--- src/rtl/led_channel_array_pkg.sv ---
// Shared types for the LED channel array: channel modes and config handshake states.
// No logic; latency and backpressure are defined by the modules that import it.
// Mode encodings are visible to software through the config port.
package led_array_pkg;

  typedef logic [1:0] led_mode_t;

  localparam led_mode_t MODE_OFF   = 2'd0;
  localparam led_mode_t MODE_DIR   = 2'd1;
  localparam led_mode_t MODE_BLINK = 2'd2;
  localparam led_mode_t MODE_PWM   = 2'd3;

  typedef enum logic {
    HS_IDLE = 1'b0,
    HS_BUSY = 1'b1
  } hs_state_t;

endpackage

--- src/rtl/led_channel_array_if.sv ---
// Config write port for the LED channel array (valid/ready plus sticky error).
// Combinational bundle; no latency of its own.
// Master holds valid/ch/mode/duty until it sees ready.
interface led_channel_array_if
  import led_array_pkg::*;
#(
  parameter int NUM_CH = 4,
  parameter int PWM_W  = 8
) ();

  localparam int CH_W = $clog2(NUM_CH) + 1;

  logic             valid;
  logic             ready;
  logic [CH_W-1:0]  ch;
  led_mode_t        mode;
  logic [PWM_W-1:0] duty;
  logic             err;

  modport master (output valid, ch, mode, duty, input ready, err);
  modport slave  (input valid, ch, mode, duty, output ready, err);

endinterface

--- src/rtl/led_channel_array_channel.sv ---
// One LED channel: mode register, shadow/active PWM duty, registered LED output.
// LED is one cycle after val; a mode write shows on LED one cycle after it lands.
// No backpressure; the write strobe is a single-cycle pulse from the top.
module led_channel
  import led_array_pkg::*;
#(
  parameter int        PWM_W    = 8,
  parameter led_mode_t DEF_MODE = MODE_DIR
) (
  input  logic             clk,
  input  logic             rst,
  input  logic             wrap,
  input  logic             blink,
  input  logic [PWM_W-1:0] pwm_cnt,
  input  logic             val,
  input  logic             we,
  input  led_mode_t        cfg_mode,
  input  logic [PWM_W-1:0] cfg_duty,
  output logic             led
);

  led_mode_t        mode;
  logic [PWM_W-1:0] duty_shadow;
  logic [PWM_W-1:0] duty_act;
  logic             led_nxt;

  // Active duty only changes on a period boundary so no PWM period is cut short.
  always_ff @(posedge clk or posedge rst) begin
    if (rst) begin
      mode        <= DEF_MODE;
      duty_shadow <= '0;
      duty_act    <= '0;
    end else begin
      if (we) begin
        mode        <= cfg_mode;
        duty_shadow <= cfg_duty;
      end
      if (wrap) begin
        duty_act <= duty_shadow;
      end
    end
  end

  always_comb begin
    led_nxt = 1'b0;
    case (mode)
      MODE_OFF:   led_nxt = 1'b0;
      MODE_DIR:   led_nxt = ~val;
      MODE_BLINK: led_nxt = ~val & blink;
      MODE_PWM:   led_nxt = ~val & (pwm_cnt < duty_act);
      default:    led_nxt = 1'b0;
    endcase
  end

  always_ff @(posedge clk or posedge rst) begin
    if (rst) begin
      led <= 1'b0;
    end else begin
      led <= led_nxt;
    end
  end

endmodule

--- src/rtl/led_channel_array.sv ---
// NUM_CH-channel LED driver with per-channel off/direct/blink/PWM mode and shared time base.
// LED is registered one cycle after val; config writes take effect on LED two cycles after accept.
// Config port accepts at most one write every two cycles (ready drops for one cycle after accept).
module led_channel_array
  import led_array_pkg::*;
#(
  parameter int        NUM_CH   = 4,
  parameter int        PWM_W    = 8,
  parameter int        PRESCALE = 16,
  parameter led_mode_t DEF_MODE = MODE_DIR
) (
  input  logic                clk,
  input  logic                rst,
  input  logic [NUM_CH-1:0]   val,
  led_channel_array_if.slave  cfg,
  output logic [NUM_CH-1:0]   led
);

  localparam int                CH_W    = $clog2(NUM_CH) + 1;
  localparam int                PSC_W   = $clog2(PRESCALE + 1);
  localparam logic [PSC_W-1:0]  PSC_MAX = PSC_W'(PRESCALE - 1);

  logic [PSC_W-1:0] psc;
  logic [PWM_W-1:0] pwm_cnt;
  logic             blink;
  logic             tick;
  logic             wrap;

  hs_state_t        hs_state;
  hs_state_t        hs_state_nxt;
  logic             cfg_ready;
  logic             accept;
  logic             ch_bad;
  logic             err;
  logic [NUM_CH-1:0] we;

  // Shared time base keeps every channel's blink and PWM phase-aligned.
  assign tick = (psc == PSC_MAX);
  assign wrap = tick && (pwm_cnt == '1);

  always_ff @(posedge clk or posedge rst) begin
    if (rst) begin
      psc     <= '0;
      pwm_cnt <= '0;
      blink   <= 1'b0;
    end else begin
      psc <= tick ? '0 : psc + 1'b1;
      if (tick) begin
        pwm_cnt <= pwm_cnt + 1'b1;
      end
      if (wrap) begin
        blink <= ~blink;
      end
    end
  end

  always_ff @(posedge clk or posedge rst) begin
    if (rst) begin
      hs_state <= HS_IDLE;
    end else begin
      hs_state <= hs_state_nxt;
    end
  end

  always_comb begin
    hs_state_nxt = hs_state;
    case (hs_state)
      HS_IDLE: if (cfg.valid) hs_state_nxt = HS_BUSY;
      HS_BUSY: hs_state_nxt = HS_IDLE;
      default: hs_state_nxt = HS_IDLE;
    endcase
  end

  always_comb begin
    cfg_ready = (hs_state == HS_IDLE);
  end

  assign accept    = cfg.valid && cfg_ready;
  assign ch_bad    = (cfg.ch >= CH_W'(NUM_CH));
  assign cfg.ready = cfg_ready;
  assign cfg.err   = err;

  always_ff @(posedge clk or posedge rst) begin
    if (rst) begin
      err <= 1'b0;
    end else if (accept && ch_bad) begin
      err <= 1'b1;
    end
  end

  // Full-width index compare: out-of-range channels never alias onto a real one.
  always_comb begin
    we = '0;
    for (int i = 0; i < NUM_CH; i++) begin
      we[i] = accept && (cfg.ch == CH_W'(i));
    end
  end

  led_channel #(
    .PWM_W    (PWM_W),
    .DEF_MODE (DEF_MODE)
  ) u_ch [NUM_CH-1:0] (
    .clk      (clk),
    .rst      (rst),
    .wrap     (wrap),
    .blink    (blink),
    .pwm_cnt  (pwm_cnt),
    .val      (val),
    .we       (we),
    .cfg_mode (cfg.mode),
    .cfg_duty (cfg.duty),
    .led      (led)
  );

endmodule

--- src/flat_wrapper.sv ---
// flat-port wrapper written by rule: the top's interface ports become plain ports
module led_channel_array_flat import led_array_pkg::*;
#(
  parameter int        NUM_CH   = 4,
  parameter int        PWM_W    = 8,
  parameter int        PRESCALE = 16,
  parameter led_mode_t DEF_MODE = MODE_DIR
)
  (clk, rst, val, led, cfg_valid, cfg_ch, cfg_mode, cfg_duty, cfg_ready, cfg_err);
  led_channel_array_if #(.NUM_CH(NUM_CH), .PWM_W(PWM_W)) cfg_i ();
  input  logic clk;
  input  logic rst;
  input  logic [NUM_CH-1:0] val;
  output logic [NUM_CH-1:0] led;
  input wire logic [$bits(cfg_i.valid)-1:0] cfg_valid;
  input wire logic [$bits(cfg_i.ch)-1:0] cfg_ch;
  input wire logic [$bits(cfg_i.mode)-1:0] cfg_mode;
  input wire logic [$bits(cfg_i.duty)-1:0] cfg_duty;
  output wire logic [$bits(cfg_i.ready)-1:0] cfg_ready;
  output wire logic [$bits(cfg_i.err)-1:0] cfg_err;
  assign cfg_i.valid = cfg_valid;
  assign cfg_i.ch = cfg_ch;
  assign cfg_i.mode = cfg_mode;
  assign cfg_i.duty = cfg_duty;
  assign cfg_ready = cfg_i.ready;
  assign cfg_err = cfg_i.err;
  led_channel_array #(.NUM_CH(NUM_CH), .PWM_W(PWM_W), .PRESCALE(PRESCALE), .DEF_MODE(DEF_MODE)) u_core (.clk(clk), .rst(rst), .val(val), .cfg(cfg_i), .led(led));
endmodule
--- config.mk ---
export PLATFORM = sky130hd
export DESIGN_NAME = led_channel_array_flat
export DESIGN_NICKNAME = d
export VERILOG_FILES = /design/src/rtl/led_channel_array_pkg.sv /design/src/rtl/led_channel_array_if.sv /design/src/rtl/led_channel_array_channel.sv /design/src/rtl/led_channel_array.sv /design/src/flat_wrapper.sv
export SDC_FILE = /design/constraint.sdc
export NUM_CORES = 1
export LEC_CHECK = 0
export BUFFER_PORTS_ARGS = -buffer_cell sky130_fd_sc_hd__buf_2
export CORE_MARGIN = 3
export CORE_UTILIZATION = 45
export CTS_CLUSTER_SIZE = 28
export DETAILED_ROUTE_END_ITERATION = 7
export PLACE_DENSITY_LB_ADDON = 0.1
export SLEW_MARGIN = 25
export SYNTH_ARGS = -nofsm -noshare
export SYNTH_HDL_FRONTEND = slang
export SYNTH_SLANG_ARGS = --single-unit
--- constraint.sdc ---
create_clock -name clk -period 6.6 [get_ports clk]
set_input_delay 0.66 -clock clk [delete_from_list [all_inputs] [get_ports clk]]
set_output_delay 0.66 -clock clk [all_outputs]
set_load 0.005 [all_outputs]
# Yosys cells after proc, flatten, opt, wreduce, memory -nomap -nowiden
# Cells that the tools add are included.
# W data, S select, Z words.
[classes] add_sub_neg=2 magnitude_cmp=5 n_eq_ne=17 n_mux=7 n_bitwise=14 reduce_logical=12
[op_table] op="$lt A8 B8 Y1" n=4
[op_table] op="$eq A2 B2 Y1 const B" n=8
[op_table] op="$pmux W1 S4" n=4
[op_table] op="$add A8 B1 Y8 const B" n=1
[op_table] op="$and A1 B1 Y1" n=8
[op_table] op="$eq A2 B1 Y1 const B" n=4
[op_table] op="$eq A8 B8 Y1 const B" n=1
[op_table] op="$logic_not A2 Y1" n=4
[op_table] op="$logic_and A1 B1 Y1" n=7
[op_table] op="$eq A3 B2 Y1 const B" n=2
[op_table] op="$not A1 Y1" n=6
[op_table] op="$add A5 B1 Y5 const B" n=1
[op_table] op="$eq A5 B4 Y1 const B" n=1
[op_table] op="$mux W5" n=1
[op_table] op="$eq A3 B1 Y1 const B" n=1
[op_table] op="$ge A3 B3 Y1 const B" n=1
[op_table] op="$logic_not A3 Y1" n=1
[op_table] op="$pmux W1 S2" n=1
[op_table] op="$mux W1" n=1
[word_totals] regBits=92 inputBits=20 output_inout_bits=6 word_cells=78

# Longest topological paths before layout
[depth] word_depth=3 depth_mapped=7 mapped_depth_nobuf=5

# Cells and area by module
# Synthesis repeated with hierarchy kept, for this count alone.
[unflattened] cells_unflattened=362 area_unflattened_um2=4255.3
[modules_own_cells] module="led_channel" instances=4 cells_per_inst=75 area_each_um2=882.1 seq_area_each_um2=476.7
[modules_own_cells] module="led_channel_array" instances=1 cells_per_inst=62 area_each_um2=726.9 seq_area_each_um2=400.4

# Least setup slack after synthesis
# No wires, ideal clock.
[synth_timing] path_type="input to register" startpoint="input port cfg_ch[2]" endpoint="register u_core.u_ch[2].duty_shadow[0]" setup_time_ns=0.125 arrival_ns=1.737 required_ns=6.475 slack_ns=4.738 stages=4 path_buffers=0 cell_sequence="nor3b_1 -> nand2_1 -> nor2_2 -> mux2_2"
[synth_between] elab_chain_cells=2
[synth_lines] element="from (decl)" line="flat_wrapper.sv:16" text="input wire logic [$bits(cfg_i.ch)-1:0] cfg_ch;"
[synth_lines] element="$eq A3 B2 Y1" line="led_channel_array.sv:95" text="we[i] = accept && (cfg.ch == CH_W'(i));"
[synth_lines] element="$logic_and A1 B1 Y1" line="led_channel_array.sv:95"
[synth_lines] element="to (signal assigned)" line="led_channel_array_channel.sv:36" text="duty_shadow <= cfg_duty;"
[synth_lines] element="to (decl)" line="led_channel_array_channel.sv:23" text="logic [PWM_W-1:0] duty_shadow;"
# No other way between the ends.
# A chain may end at the register's enable or synchronous reset.

# Worst setup path after layout
[layout_timing] startpoint="register u_core.psc[0]" endpoint="register u_core.u_ch[2].duty_act[6]"
[layout_between] elab_chain_cells=2
[layout_lines] element="from (decl)" line="led_channel_array.sv:23" text="logic [PSC_W-1:0] psc;"
[layout_lines] element="from (signal assigned)" line="led_channel_array.sv:47" text="psc <= tick ? '0 : psc + 1'b1;"
[layout_lines] element="$eq A5 B4 Y1" line="led_channel_array.sv:38" text="assign tick = (psc == PSC_MAX);"
[layout_lines] element="$logic_and A1 B1 Y1" line="led_channel_array.sv:39" text="assign wrap = tick && (pwm_cnt == '1);"
[layout_lines] element="to (signal assigned)" line="led_channel_array_channel.sv:39" text="duty_act <= duty_shadow;"
[layout_lines] element="to (decl)" line="led_channel_array_channel.sv:24" text="logic [PWM_W-1:0] duty_act;"
# No other way between the ends.

==> flow_metrics.tcl <==
set metrics [dict create \
    core_sq_um 9370 \
    min_period_ns 2.52 \
    place_hpwl_microns 5720 \
    max_cap_violations 0 \
    yosysWarnings 0 \
    layout_setup_ws_ns 4.08 \
    h-tree-depth 3 \
    reg2reg_slack_ns 4.08 \
    multi_input_area_sq_um 1870 \
    layout.nets 398 \
    finalMaxSlewViolations 0 \
    leakage_uw 0.00228 \
    critPathLaunchType "register" \
    ant_nets 0 \
    gp_congestion 0.783 \
    synth_top_area_share_pct 50.2 \
    crit_chain "ha_1, and4b_1, and2_4, nand4_4, mux2_4" \
    insertion_delay_ns 0.35 \
    power_density_nw_per_um2 242 \
    end_kind "register" \
    yosysSeqAreaShare_pct 52.6 \
    critPathMaxFanout 33 \
    synthTopCellsByCount "dfrtp_1 (88), mux2_2 (48), inv_1 (35)" \
    fillCellCount 835 \
    antenna_found_initial 0 \
    syn_nets 370 \
    clk_pin_slew_worst_paths_ns 0.09 \
    final_cells 482 \
    clkPwrFrac_pct 33.7 \
    cp.required_ns 6.83 \
    grt_use_total_pct 16.1 \
    yosysUniqueCellTypes 33 \
    drt_first_pass_iters 3 \
    clk_path_buf_depth 2 \
    pre_cts_slack_ns 4.06 \
    avgRoutedWirePerCell_microns 16.7 \
    r2r-end "u_core.u_ch[2].duty_act[6]" \
    grt_start_max_net_pins 65 \
    async_flop_share_pct 100 \
    routed_wl_microns 8050 \
    drive_gt1_share_pct 36.0 \
    synth_edf_count 0 \
    skew_ns 0.00839 \
    run_status "completed" \
    drtIter0Drc 56 \
    grt_pass1_vias 2588 \
    irDropWorstVdd_mv 0.0953 \
    syn_area_sq_um 4380 \
    yosys_most_used_dff "dfrtp_1" \
    worst_slew_pin_slew_ns 0.859 \
    cts_tree "yes" \
    max_freq_mhz 397 \
    switching_share_pct 23.2 \
    reg2reg_from "u_core.psc[0]" \
    fp-row-count 35 \
    cts-resized-gates 0 \
    hp-class "primary input to async pin" \
    r2r_cells 5 \
    synthTopCellsByArea "dfrtp_1 (50%), mux2_2 (12%), mux2_4 (9.9%)" \
    dp_cells 466 \
    max_stage_delay_ns 0.66 \
    avgSynthCellArea_sq_um 13.7 \
    cts_root_buffer "clkbuf_8" \
    crit_arrival_ns 2.76 \
    max_slew_margin_pct 42.6 \
    port_buffers 25 \
    final_hold_viol_count 0 \
    fp.dieW_microns 105 \
    fp.dieH_microns 105 \
    dieArea_sq_um 11000 \
    grt_pass1_wl_microns 13700 \
    synth_most_common_cell "dfrtp_1" \
    clock-sinks 92 \
    path_class "register to register" \
    pwr-share-seq_pct 57.4 \
    combPwrFrac_pct 9.0 \
    synth_cells 320 \
    ys_ff_latch 92 \
    setup_viol 0 \
    holdBufCountCts 0 \
    p_int_uw 897 \
    netSwitchingPower_uw 271 \
    cts_buffers 9 \
    grt_overflow_total 0 \
    antennaDiodeCount 0 \
    routed_via_density 5.10 \
    areaGrowthSynthToFinish_pct 9.93 \
    rsz0062_at_grt "false" \
    tns_ns 0 \
    drc_errors 0 \
    ios 26 \
    post-cts-setup-buffers 0 \
    num_vias 2458 \
    seq_area_sq_um 2310 \
    slowest_stage "nand4_4" \
    fin_crit_sh_pct 38.2 \
    path_delay_family "simple AND/OR/NAND/NOR gates" \
    initial_core_util_pct 46.8 \
    crit_buf_inv 0 \
    synth_top_area_cell "dfrtp_1" \
]
-- layout by cell type (no fill, tap or decap), types with 11 or more instances in the layout --
master / n
ha_1: 30
mux2_4: 29
a211oi_1: 12
buf_2: 25
mux2_2: 48
inv_1: 34
clkbuf_8: 11
dfrtp_1: 88
-- flip-flops by register name, indices dropped and copies added, names as in the netlist --
register / count
u_core.u_ch.duty_shadow: 32
u_core.psc: 5
u_core.cfg.err: 1
u_core.u_ch.mode: 8
u_core.hs_state: 1
u_core.blink: 1
u_core.u_ch.duty_act: 32
u_core.pwm_cnt: 8
u_core.u_ch.led: 4
-- logic make-up after synthesis --
kind of cell / count (synthesis) / synth area share (%)
DFF: 92 / 52.6
AOI/OAI and AO/OA: 30 / 4.62
xor gates and xnor gates: 10 / 2.00
adders and majority gates: 30 / 8.56
buffers and inverters: 45 / 4.82
and+or+nand+nor: 36 / 5.11
muxes: 77 / 22.3
-- stage by stage --
step | hold slack (ns) | util (%) | total power (uW) | cell area [sq um]
2_1_floorplan | 0.430 | - | 754 | 4380
3_3_place_gp | 0.440 | 49.2 | 784 | 4610
3_5_place_dp | 0.448 | 49.2 | 789 | 4610
4_1_cts | 0.277 | 51.4 | 1180 | 4820
5_1_grt | 0.288 | 51.4 | 1230 | 4820
6_report | 0.281 | 51.4 | 1170 | 4820
-- worst reg2reg max path, delay by kind of cell, from the launching register on --
family                   cells  cell delay, ns
AND/OR/NAND/NOR              3            1.23
multiplexers                 1            0.57
flip-flops                   1            0.38
adder cells (fa/ha/maj)      1            0.22
-- how the worst max path moves through the flow --
stage / cells after the start / startpoint / end
floorplan: 1 / rst / u_core.blink
global placement: 5 / u_core.psc[0] / u_core.u_ch[2].duty_act[5]
detailed placement: 5 / u_core.psc[0] / u_core.u_ch[2].duty_act[6]
CTS: 5 / u_core.psc[0] / u_core.u_ch[2].duty_act[6]
global route: 5 / u_core.psc[0] / u_core.u_ch[0].duty_act[1]
finish: 5 / u_core.psc[0] / u_core.u_ch[2].duty_act[6]
-- metal layers --
layer,track usage (%),vias up,part of all wire (%),wire length (microns)
met1,23.6,1239,52,4190
met3,2.41,11,1.3,107
met2,24.1,20,45,3610
met5,0,-,0,0
li1,-,1188,-,-
met4,6.19,0,1.7,139
-- final cells by class --
cell class | instances | area share (%)
clock buffer | 12 | 3.22
clock inverter | 4 | 1.17
inverter | 35 | 2.78
multi-input combinational | 183 | 38.7
sequential | 92 | 47.9
tap | 129 | 3.35
timing repair buffer | 27 | 2.91
-- power groups by stage --
stage,combinational (uW),clock [uW],sequential [uW]
finish,105,393,670
global route,118,435,679
global placement,103,0,681
detailed placement,107,0,682
floorplan,86.5,0,667
CTS,107,407,671
(Power assumes the default switching activity.)
